$ cat config.mk
export PLATFORM = sky130hd
export DESIGN_NAME = simple_length_header_inserter_flat
export DESIGN_NICKNAME = d
export VERILOG_FILES = /design/src/rtl/simple_length_header_inserter_pkg.sv /design/src/rtl/simple_length_header_inserter_if.sv /design/src/rtl/simple_length_header_inserter_fifo.sv /design/src/rtl/simple_length_header_inserter.sv /design/src/flat_wrapper.sv
export SDC_FILE = /design/constraint.sdc
export NUM_CORES = 2
export LEC_CHECK = 0
export CORE_MARGIN = 2
export CORE_UTILIZATION = 45
export DETAILED_ROUTE_END_ITERATION = 8
export DONT_BUFFER_PORTS = 1
export SLEW_MARGIN = 20
export SYNTH_ARGS = -nofsm -noshare
export SYNTH_HDL_FRONTEND = slang
export SYNTH_SLANG_ARGS = --single-unit
$ cat constraint.sdc
create_clock -name clk -period 8.2 [get_ports clk]
set_input_delay 1.23 -clock clk [delete_from_list [all_inputs] [get_ports clk]]
set_output_delay 1.23 -clock clk [all_outputs]
set_load 0.005 [all_outputs]
$ cat src/rtl/simple_length_header_inserter_pkg.sv
// Shared constants and types for the length-header inserter.
//   COUNT_BYTES    width of the length header in bytes
//   MAX_PKT_LEN    largest length a single header can carry
//   len_tx_state_t output framing FSM states
package simple_length_pkg;
  localparam int COUNT_BYTES = 1;
  localparam int MAX_PKT_LEN = 255;

  typedef enum logic {SM_HEADER, SM_DATA} len_tx_state_t;
endpackage

$ cat src/rtl/simple_length_header_inserter_if.sv
// AXI-Stream style handshake bundle (no tkeep/tuser).
//   master: drives tvalid/tlast/tdata, receives tready
//   slave : receives tvalid/tlast/tdata, drives tready
interface simple_length_header_inserter_if #(parameter int DATA_W = 8);
  logic              tvalid;
  logic              tready;
  logic              tlast;
  logic [DATA_W-1:0] tdata;

  modport master (output tvalid, tlast, tdata, input tready);
  modport slave  (input tvalid, tlast, tdata, output tready);
endinterface

$ cat src/rtl/simple_length_header_inserter_fifo.sv
// Synchronous show-ahead FIFO: rdata always shows the head entry.
//   clk, sresetn  clock, synchronous active-low reset (empties the FIFO)
//   push, wdata   write port; caller must not push when full
//   pop           consume head; caller must not pop when empty
//   rdata         head entry, valid while !empty
//   full, afull   occupancy == DEPTH, occupancy >= DEPTH-1
//   empty         occupancy == 0
module simple_axis_fifo #(
  parameter int WIDTH = 8,
  parameter int DEPTH = 4
) (
  input  logic             clk,
  input  logic             sresetn,
  input  logic             push,
  input  logic [WIDTH-1:0] wdata,
  input  logic             pop,
  output logic [WIDTH-1:0] rdata,
  output logic             full,
  output logic             afull,
  output logic             empty
);
  localparam int AW = (DEPTH > 1) ? $clog2(DEPTH) : 1;
  localparam int AF = DEPTH - 1;
  localparam logic [AW:0] FULL_CNT  = DEPTH[AW:0];
  localparam logic [AW:0] AFULL_CNT = AF[AW:0];

  logic [WIDTH-1:0] mem_q [DEPTH];
  logic [AW-1:0]    wr_ptr_q, wr_ptr_d, rd_ptr_q, rd_ptr_d;
  logic [AW:0]      cnt_q, cnt_d;

  // Pointers wrap naturally because DEPTH is a power of two.
  always_comb begin
    wr_ptr_d = wr_ptr_q;
    rd_ptr_d = rd_ptr_q;
    cnt_d    = cnt_q;
    if (push) wr_ptr_d = wr_ptr_q + 1'b1;
    if (pop)  rd_ptr_d = rd_ptr_q + 1'b1;
    case ({push, pop})
      2'b10:   cnt_d = cnt_q + 1'b1;
      2'b01:   cnt_d = cnt_q - 1'b1;
      default: cnt_d = cnt_q;
    endcase
  end

  always_ff @(posedge clk) begin
    if (!sresetn) begin
      wr_ptr_q <= '0;
      rd_ptr_q <= '0;
      cnt_q    <= '0;
    end else begin
      wr_ptr_q <= wr_ptr_d;
      rd_ptr_q <= rd_ptr_d;
      cnt_q    <= cnt_d;
    end
  end

  always_ff @(posedge clk) begin
    if (push) mem_q[wr_ptr_q] <= wdata;
  end

  assign rdata = mem_q[rd_ptr_q];
  assign full  = (cnt_q == FULL_CNT);
  assign afull = (cnt_q >= AFULL_CNT);
  assign empty = (cnt_q == '0);
endmodule

$ cat src/rtl/simple_length_header_inserter.sv
// Store-and-forward framer: each tlast-delimited input packet is re-emitted
// as a one-byte length header followed by its payload. Packets longer than
// MAX_PKT_LEN are cut into MAX_PKT_LEN-beat segments plus a remainder.
//   clk, sresetn  clock, synchronous active-low reset
//   axis_i        input stream (tlast framed)
//   axis_o        output stream: header beat (tlast=0) then N payload beats,
//                 tlast on the last payload beat
module simple_length_header_inserter
  import simple_length_pkg::*;
#(
  parameter int AXIS_BYTES     = 1,
  parameter int BUF_DEPTH      = 256,
  parameter int LEN_FIFO_DEPTH = 4
) (
  input  logic                           clk,
  input  logic                           sresetn,
  simple_length_header_inserter_if.slave  axis_i,
  simple_length_header_inserter_if.master axis_o
);
  localparam int DW    = AXIS_BYTES * 8;
  localparam int LEN_W = COUNT_BYTES * 8;
  localparam logic [LEN_W-1:0] MAX_LEN = LEN_W'(MAX_PKT_LEN);

  logic             rdy_q;
  logic [LEN_W-1:0] in_cnt_q, in_cnt_d, cnt_inc;
  logic             len_push_q, len_push_d;
  logic [LEN_W-1:0] len_val_q, len_val_d;
  len_tx_state_t    state_q, state_d;
  logic [LEN_W-1:0] out_cnt_q, out_cnt_d;

  logic             in_acc;
  logic             buf_full, buf_empty, buf_pop, buf_afull_unused;
  logic [DW-1:0]    buf_head;
  logic             len_full, len_afull, len_empty, len_pop;
  logic [LEN_W-1:0] len_head;
  logic             o_vld, o_last;
  logic [DW-1:0]    o_data;

  // The length push lands one cycle late, so a pending push must count
  // against the length FIFO space; rdy_q holds tready low for the first
  // cycle out of reset.
  assign axis_i.tready = rdy_q && !buf_full && !len_full && !(len_push_q && len_afull);
  assign in_acc        = axis_i.tvalid && axis_i.tready;

  always_comb begin
    in_cnt_d   = in_cnt_q;
    len_push_d = 1'b0;
    len_val_d  = len_val_q;
    cnt_inc    = in_cnt_q + 1'b1;
    if (in_acc) begin
      if (axis_i.tlast || cnt_inc == MAX_LEN) begin
        len_push_d = 1'b1;
        len_val_d  = cnt_inc;
        in_cnt_d   = '0;
      end else begin
        in_cnt_d = cnt_inc;
      end
    end
  end

  always_comb begin
    state_d   = state_q;
    out_cnt_d = out_cnt_q;
    len_pop   = 1'b0;
    buf_pop   = 1'b0;
    o_vld     = 1'b0;
    o_last    = 1'b0;
    o_data    = '0;
    case (state_q)
      SM_HEADER: begin
        o_vld = !len_empty;
        if (o_vld) o_data = DW'(len_head);
        if (o_vld && axis_o.tready) begin
          len_pop   = 1'b1;
          out_cnt_d = len_head;
          state_d   = SM_DATA;
        end
      end
      SM_DATA: begin
        // out_cnt guarantees only committed beats are read from the buffer.
        o_vld  = !buf_empty;
        o_last = o_vld && (out_cnt_q == LEN_W'(1));
        if (o_vld) o_data = buf_head;
        if (o_vld && axis_o.tready) begin
          buf_pop   = 1'b1;
          out_cnt_d = out_cnt_q - 1'b1;
          if (out_cnt_q == LEN_W'(1)) state_d = SM_HEADER;
        end
      end
      default: state_d = SM_HEADER;
    endcase
  end

  assign axis_o.tvalid = o_vld;
  assign axis_o.tlast  = o_last;
  assign axis_o.tdata  = o_data;

  always_ff @(posedge clk) begin
    if (!sresetn) begin
      rdy_q      <= 1'b0;
      in_cnt_q   <= '0;
      len_push_q <= 1'b0;
      len_val_q  <= '0;
      state_q    <= SM_HEADER;
      out_cnt_q  <= '0;
    end else begin
      rdy_q      <= 1'b1;
      in_cnt_q   <= in_cnt_d;
      len_push_q <= len_push_d;
      len_val_q  <= len_val_d;
      state_q    <= state_d;
      out_cnt_q  <= out_cnt_d;
    end
  end

  simple_axis_fifo #(.WIDTH(DW), .DEPTH(BUF_DEPTH)) u_buf (
    .clk     (clk),
    .sresetn (sresetn),
    .push    (in_acc),
    .wdata   (axis_i.tdata),
    .pop     (buf_pop),
    .rdata   (buf_head),
    .full    (buf_full),
    .afull   (buf_afull_unused),
    .empty   (buf_empty)
  );

  simple_axis_fifo #(.WIDTH(LEN_W), .DEPTH(LEN_FIFO_DEPTH)) u_len (
    .clk     (clk),
    .sresetn (sresetn),
    .push    (len_push_q),
    .wdata   (len_val_q),
    .pop     (len_pop),
    .rdata   (len_head),
    .full    (len_full),
    .afull   (len_afull),
    .empty   (len_empty)
  );
endmodule
$ cat src/flat_wrapper.sv
// flat-port wrapper written by rule: the top's interface ports become plain ports
module simple_length_header_inserter_flat import simple_length_pkg::*;
#(
  parameter int AXIS_BYTES     = 1,
  parameter int BUF_DEPTH      = 256,
  parameter int LEN_FIFO_DEPTH = 4
)
  (clk, sresetn, axis_i_tvalid, axis_i_tlast, axis_i_tdata, axis_i_tready, axis_o_tvalid, axis_o_tlast, axis_o_tdata, axis_o_tready);
  simple_length_header_inserter_if axis_i_i ();
  simple_length_header_inserter_if axis_o_i ();
  input  logic clk;
  input  logic sresetn;
  input wire logic [$bits(axis_i_i.tvalid)-1:0] axis_i_tvalid;
  input wire logic [$bits(axis_i_i.tlast)-1:0] axis_i_tlast;
  input wire logic [$bits(axis_i_i.tdata)-1:0] axis_i_tdata;
  output wire logic [$bits(axis_i_i.tready)-1:0] axis_i_tready;
  output wire logic [$bits(axis_o_i.tvalid)-1:0] axis_o_tvalid;
  output wire logic [$bits(axis_o_i.tlast)-1:0] axis_o_tlast;
  output wire logic [$bits(axis_o_i.tdata)-1:0] axis_o_tdata;
  input wire logic [$bits(axis_o_i.tready)-1:0] axis_o_tready;
  assign axis_i_i.tvalid = axis_i_tvalid;
  assign axis_i_i.tlast = axis_i_tlast;
  assign axis_i_i.tdata = axis_i_tdata;
  assign axis_i_tready = axis_i_i.tready;
  assign axis_o_tvalid = axis_o_i.tvalid;
  assign axis_o_tlast = axis_o_i.tlast;
  assign axis_o_tdata = axis_o_i.tdata;
  assign axis_o_i.tready = axis_o_tready;
  simple_length_header_inserter #(.AXIS_BYTES(AXIS_BYTES), .BUF_DEPTH(BUF_DEPTH), .LEN_FIFO_DEPTH(LEN_FIFO_DEPTH)) u_core (.clk(clk), .sresetn(sresetn), .axis_i(axis_i_i), .axis_o(axis_o_i));
endmodule
# Yosys cells after proc, flatten, opt, wreduce, memory -nomap -nowiden

Memory sizes are Yosys's and may differ from the RTL's. A register that Yosys moved wholly into a read port is not among the register bits.
Index checks and enable logic that the tools add are counted.

Div/mod/pow operators: 0
$mul: 0
Reduce and logical (&&, ||, !) cells: 21
Mux-type cells: 28
Shift-type cells: 0
Order comparisons: 1
Bitwise logic cells: 1
$add $sub $neg: 10
Eq/ne operators: 10

Operators by type and width:

| cell                                                                  | number |
|---|---|
| 8-bit two-way mux                                                     | 7 |
| 8-bit one-hot mux with 2 select lines                                 | 2 |
| 8-bit by 1-bit adder with 8-bit output, second input constant         | 3 |
| 9-bit one-hot mux with 2 select lines                                 | 1 |
| 1-bit two-way mux                                                     | 13 |
| 9-bit by 1-bit adder with 9-bit output, second input constant         | 1 |
| 9-bit equality test, second input constant                            | 1 |
| 9-bit zero test                                                       | 1 |
| 9-bit by 1-bit subtractor with 9-bit output, second input constant    | 1 |
| 8-bit by 1-bit equality test with 1-bit output, second input constant | 1 |
| 8-bit equality test, second input constant                            | 1 |
| 1-bit logical AND                                                     | 8 |
| 8-bit by 1-bit subtractor with 8-bit output, second input constant    | 1 |
| 3-bit one-hot mux with 2 select lines                                 | 1 |
| 2-bit AND reduction                                                   | 3 |
| 1-bit zero test                                                       | 5 |
| 2-bit by 1-bit adder with 2-bit output, second input constant         | 2 |
| 2-bit by 1-bit equality test with 1-bit output, second input constant | 2 |
| 2-bit equality test, second input constant                            | 2 |
| 2-bit two-way mux                                                     | 2 |
| 1-bit one-hot mux with 2 select lines                                 | 2 |
| 2-bit nonzero test                                                    | 2 |
| 3-bit by 1-bit adder with 3-bit output, second input constant         | 1 |
| 3-bit equality test, second input constant                            | 1 |
| other kinds (7)                                                       | 7 |

Bits in read-only memories: 0
Flip-flop bits (word level): 59
Input port bits: 13
Logic and storage cells: 85
Memories: 2
Bits in writable memories: 2080
Output and inout port bits: 11
Latch bits: 0

Memory list:

| memory             | words | bits a word | read ports | clocked after Yosys merged registers in | wr ports | line                                     | RTL |
|---|---|---|---|---|---|---|---|
| u_core.u_buf.mem_q | 256   | 8           | 1          | 1                                       | 1        | simple_length_header_inserter_fifo.sv:27 | `logic [WIDTH-1:0] mem_q [DEPTH];` |
| u_core.u_len.mem_q | 4     | 8           | 1          | 1                                       | 1        | simple_length_header_inserter_fifo.sv:27 |  |

# Longest topological paths before layout

Word-level depth: 8
Depth in mapped cells: 16
Depth with buffers taken out: 14

# Modules after synthesis

From an unflattened synthesis, not the netlist that was laid out.

Cell total of the unflattened synthesis: 4265
Area, all modules: 83943.0 um^2

Modules (own cells, without submodules):

| module                           | times used | cells each | area an instance (um^2) | seq. area each (um^2) |
|---|---|---|---|---|
| simple_axis_fifo at u_core.u_buf | 1          | 3964       | 80717.4                 | 62159.6 |
| simple_axis_fifo at u_core.u_len | 1          | 89         | 1615.3                  | 1141.1 |
| simple_length_header_inserter    | 1          | 212        | 1610.3                  | 540.5 |

# Worst setup path after synthesis

OpenSTA, ideal clock, no wires.

Path kind: input -> register
Start point: input axis_i_tvalid
End point: register u_core.u_buf.cnt_q[6]
Path slack: 3993 ps
Library setup time: 132 ps
Data required time: 8068 ps
Stages: 13
Arrival: 4074 ps
Path buffers: 1
Path through: nor3b_2 -> inv_2 -> ha_1 -> buf_1 -> xor2_1 -> ha_1 -> a21oi_1 -> o21ai_0 -> a221oi_1 -> o21ai_0 -> a22oi_1 -> nor3_1 -> or3b_2

Cells in the longest elaborated chain, start to end: 3
Elaborated cells on any way between the ends: 5
Those cells by class: eq/ne: 2; mux: 1; reduce/logical: 2

Ends and longest elaborated chain:

| item                                                                                  | line                                     | RTL |
|---|---|---|
| from (decl)                                                                           | flat_wrapper.sv:13                       | `input wire logic [$bits(axis_i_i.tvalid)-1:0] axis_i_tvalid;` |
| 1-bit logical AND *                                                                   | simple_length_header_inserter.sv:43      | `assign in_acc = axis_i.tvalid && axis_i.tready;` |
| 2-bit by 1-bit equality test with 1-bit output or 2-bit equality test (tied branches) | simple_length_header_inserter_fifo.sv:38 | `case ({push, pop})` |
| 9-bit one-hot mux with 2 select lines or 2-bit nonzero test (tied branches)           | --                                       |  |
| to (signal assigned)                                                                  | simple_length_header_inserter_fifo.sv:53 | `cnt_q <= cnt_d;` |
| to (decl)                                                                             | simple_length_header_inserter_fifo.sv:29 | `logic [AW:0] cnt_q, cnt_d;` |

Every way passes the cells marked *; elsewhere a longest branch is shown, timed or not.
A chain may end at the register's enable or synchronous reset.

==> results.txt <==
cell taking the most area after synthesis = edfxtp_1
initial core utilization = 45.4%
CTS Hold Buffers Added = 0
hpwl dp = 126000 um
Mapped Cells = 4180
Fmax = 159 MHz
worst-path fanout max = 62
nature of the critical path startpoint = flop
net switching power = 4.55 mW
P_int = 17.9 mW
DRC = 0
clock skew = 0.0532 ns
io pins = 24
Hold Crit Class = primary input to flop
PortBufs = 0
Yosys cell types = 72
Net Count, Synth = 4212
# Max-Cap Violations = 0
TritonCTS clock tree = done
Async SR Flop Fraction = 0%
Chip Width = 437 um
worst setup margin = 1.90 ns
clock-pin slew on the worst setup and hold paths = 0.06 ns
nets = 4249
Worst-Skew Late Latency = 0.88 ns
die area = 191000 um^2
Max rail drop VDD = 0.174 mV
Total Power = 22.5 mW
part of the power in registers = 53.8%
total core area = 186000 um^2
Synth Cell Area = 84300 um^2
max_slew headroom = 17.4%
drt wl/cell = 31.2 um
Total GRT Usage = 22.4%
Final min period = 6.30 ns
crit-path cells = inv_8 > buf_4 > o221ai_1 > o22ai_1 > o21ai_0 > nand4_1 > a21oi_1 > a211o_1
Main synth FF type = edfxtp_1
# setup viols final = 0
share of cells above drive strength 1 = 20.6%
Antenna Violating Nets Remaining = 0
final slew viol count = 0
Avg Synthesized Cell Area = 20.2 um^2
area added between synthesis and finish = 11.4%
final std cells w/o fill = 6884
Power Dens Cells = 239 nW/um^2
final core occ = 50.6%
top cell type's share of synthesized area = 74.1%
Inserted Clock Buffers = 215
Comb pwr share = 1.6%
fill count = 14866
First-pass DRT Iterations = 6
Critical Path RT = 6.97 ns
Worst path max stage delay = 0.90 ns
clock buffer depth = 3
top cells by area, synth = edfxtp_1 74%, mux4_2 13%, mux2i_1 2.7%
sequential share of the synthesized area = 75.7%
via count = 41857
initial antenna violation count = 5
Avg Vias per Cell = 6.08
Top delay family on crit path = compound AO/OA/AOI/OAI gates
WL final = 215000 um
first-pass GRT wire length = 308000 um
largest net degree at the start of global routing = 257
clock power share = 44.6%
RePlAce Congestion = 0.855
critical path endpoint category = output port
Synthesis Warnings = 0
switching share of power = 20.2%
H-Tree Depth = 4
placed cells = 6480
global route overflow = 0
EDFF count, synth = 2080
worst path arrival time = 5.07 ns
CTS resizes = 0
setup TNS = 0 ns
P_leak = 27.9 nW
vias in the first global route = 41384
crit share post-route = 76.9%
critical path buffer and inverter count = 2
final hold violation count = 0
status = complete, no violations
dpl ws = 2.90 ns
detailed router's first-iteration violation count = 5598
die height = 437 um
CP max-delay cell = dfxtp_4
CTS sink count = 2149
Worst Max-Slew Pin Slew = 1.23 ns
register bit total from synthesis = 2149
RSZ-0062 raised after global routing = false
CTS Root Cell = clkbuf_16
post-CTS setup buffer count = 0
row count = 158
Setup CP Type = flop to output port
==> power groups by stage <==
stage / logic, mW / clock network, mW / registers, mW
floorplan: 0.261 / 0 / 12.3
global placement: 0.367 / 0 / 12.3
detailed placement: 0.368 / 0 / 12.3
CTS: 0.369 / 10.1 / 12.1
global route: 0.387 / 10.6 / 12.1
finish: 0.368 / 10.0 / 12.1
==> worst reg2reg max path: cells and delay by family (launching register included) <==
| kind | cells | cell delay (ns) |
|---|---|---|
| AO/OA/AOI/OAI | 6 | 2.24 |
| flip-flops | 1 | 0.68 |
| XOR/XNOR | 1 | 0.14 |
| AND/OR/NAND/NOR | 3 | 0.74 |
| buffers and inverters | 1 | 0.28 |
| adder cells (fa/ha/maj) | 2 | 0.77 |
==> state kept, by name (all words and copies together), names as in the netlist, named ones only <==
signal,count
u_core.u_buf.mem_q,2048
u_core.u_len.mem_q,32
u_core.u_buf.cnt_q,9
u_core.in_cnt_q,8
u_core.len_val_q,8
u_core.out_cnt_q,8
u_core.u_buf.rd_ptr_q,8
u_core.u_buf.wr_ptr_q,8
u_core.u_len.cnt_q,3
u_core.u_len.rd_ptr_q,2
u_core.u_len.wr_ptr_q,2
u_core.len_push_q,1
u_core.rdy_q,1
u_core.state_q,1
==> metrics by stage <==
step                hold slack [ns]  instance area [um^2]
detailed placement            0.501                 86700
global route                  0.376                 94000
finish                        0.431                 94000
CTS                           0.353                 94000
floorplan                     0.459                 84300
global placement              0.477                 86700
==> cells by family (layout without fill, tap and decap cells) <==
group,after synthesis,in the layout,synth area share [%]
DFF,2149,2149,75.7
muxes,714,714,15.6
and+or+nand+nor,636,636,3.29
AOI/OAI and AO/OA,357,357,2.97
buffers and inverters,266,489,1.70
xor gates and xnor gates,39,39,0.405
adders and majority gates,19,19,0.291
other,0,1,0
==> metal layers <==
layer	part of all wire [%]	track usage [%]	up-vias
li1	-	-	17360
met1	43	32.8	22463
met2	47	34.1	1726
met3	7.8	4.62	304
met4	2.7	6.48	4
met5	0.013	0	-
==> area by class of cell <==
type / instances / area [um^2] / area share, %
clock inverters: 139 / 1580 / 1.68
clock buffers: 264 / 5640 / 6.00
diodes: 1 / 2.50 / 0.00266
well taps: 2480 / 3100 / 3.30
flip-flops and latches: 2149 / 63900 / 68.0
repair buffers: 62 / 591 / 0.629
multi-input cells: 1765 / 19100 / 20.3
inverters: 24 / 98.8 / 0.105
==> final timing paths <==
path	slack, ns	end	depth (start not counted)	from
max reg2reg	3.23	u_core.u_buf.cnt_q[6]	13	u_core.state_q
min reg2reg	0.51	u_core.u_len.cnt_q[2]	2	u_core.u_len.cnt_q[2]
min	0.43	u_core.rdy_q	0	sresetn
max	1.90	axis_o_tdata[5]	8	flop
==> cell usage after synthesis, types with 5 or more instances <==
cell type / count
mux2i_1: 224
or3_1: 7
o21ai_0: 45
o22ai_1: 43
clkbuf_1: 107
buf_2: 59
a221oi_1: 6
dfxtp_1: 69
xnor2_1: 13
nor2_1: 354
edfxtp_1: 2080
xor2_1: 26
a21oi_1: 70
o221ai_1: 76
inv_1: 19
nor3_1: 31
nand2_1: 108
and3_1: 11
a211o_1: 5
buf_1: 15
mux4_2: 483
buf_4: 26
mux2_2: 7
nand4_1: 18
nand3_1: 34
and2_1: 12
nor4_1: 12
nand2b_1: 10
buf_6: 34
a32oi_1: 8
o211ai_1: 8
ha_1: 18
nor2b_1: 18
a211oi_1: 18
a22oi_1: 8
a31oi_1: 14
o2111ai_1: 5
==> cell usage in the layout, fill, tap and decap left out, types with 12 or more instances in the layout <==
master,count
clkbuf_1,45
a211oi_1,18
bufinv_16,25
clkinv_1,37
nor2_1,351
nand4_1,18
dfxtp_1,63
mux4_2,483
nor3_1,31
nor4_1,12
nand2_1,106
a21oi_1,70
o21ai_0,45
o22ai_1,43
a31oi_1,14
xnor2_1,13
and2_1,12
nor2b_1,18
mux2i_1,224
ha_1,18
clkinv_2,50
o221ai_1,76
buf_4,52
xor2_1,26
nand3_1,34
edfxtp_1,2080
inv_1,17
clkbuf_16,218
Power figures use the tool's default switching activity.
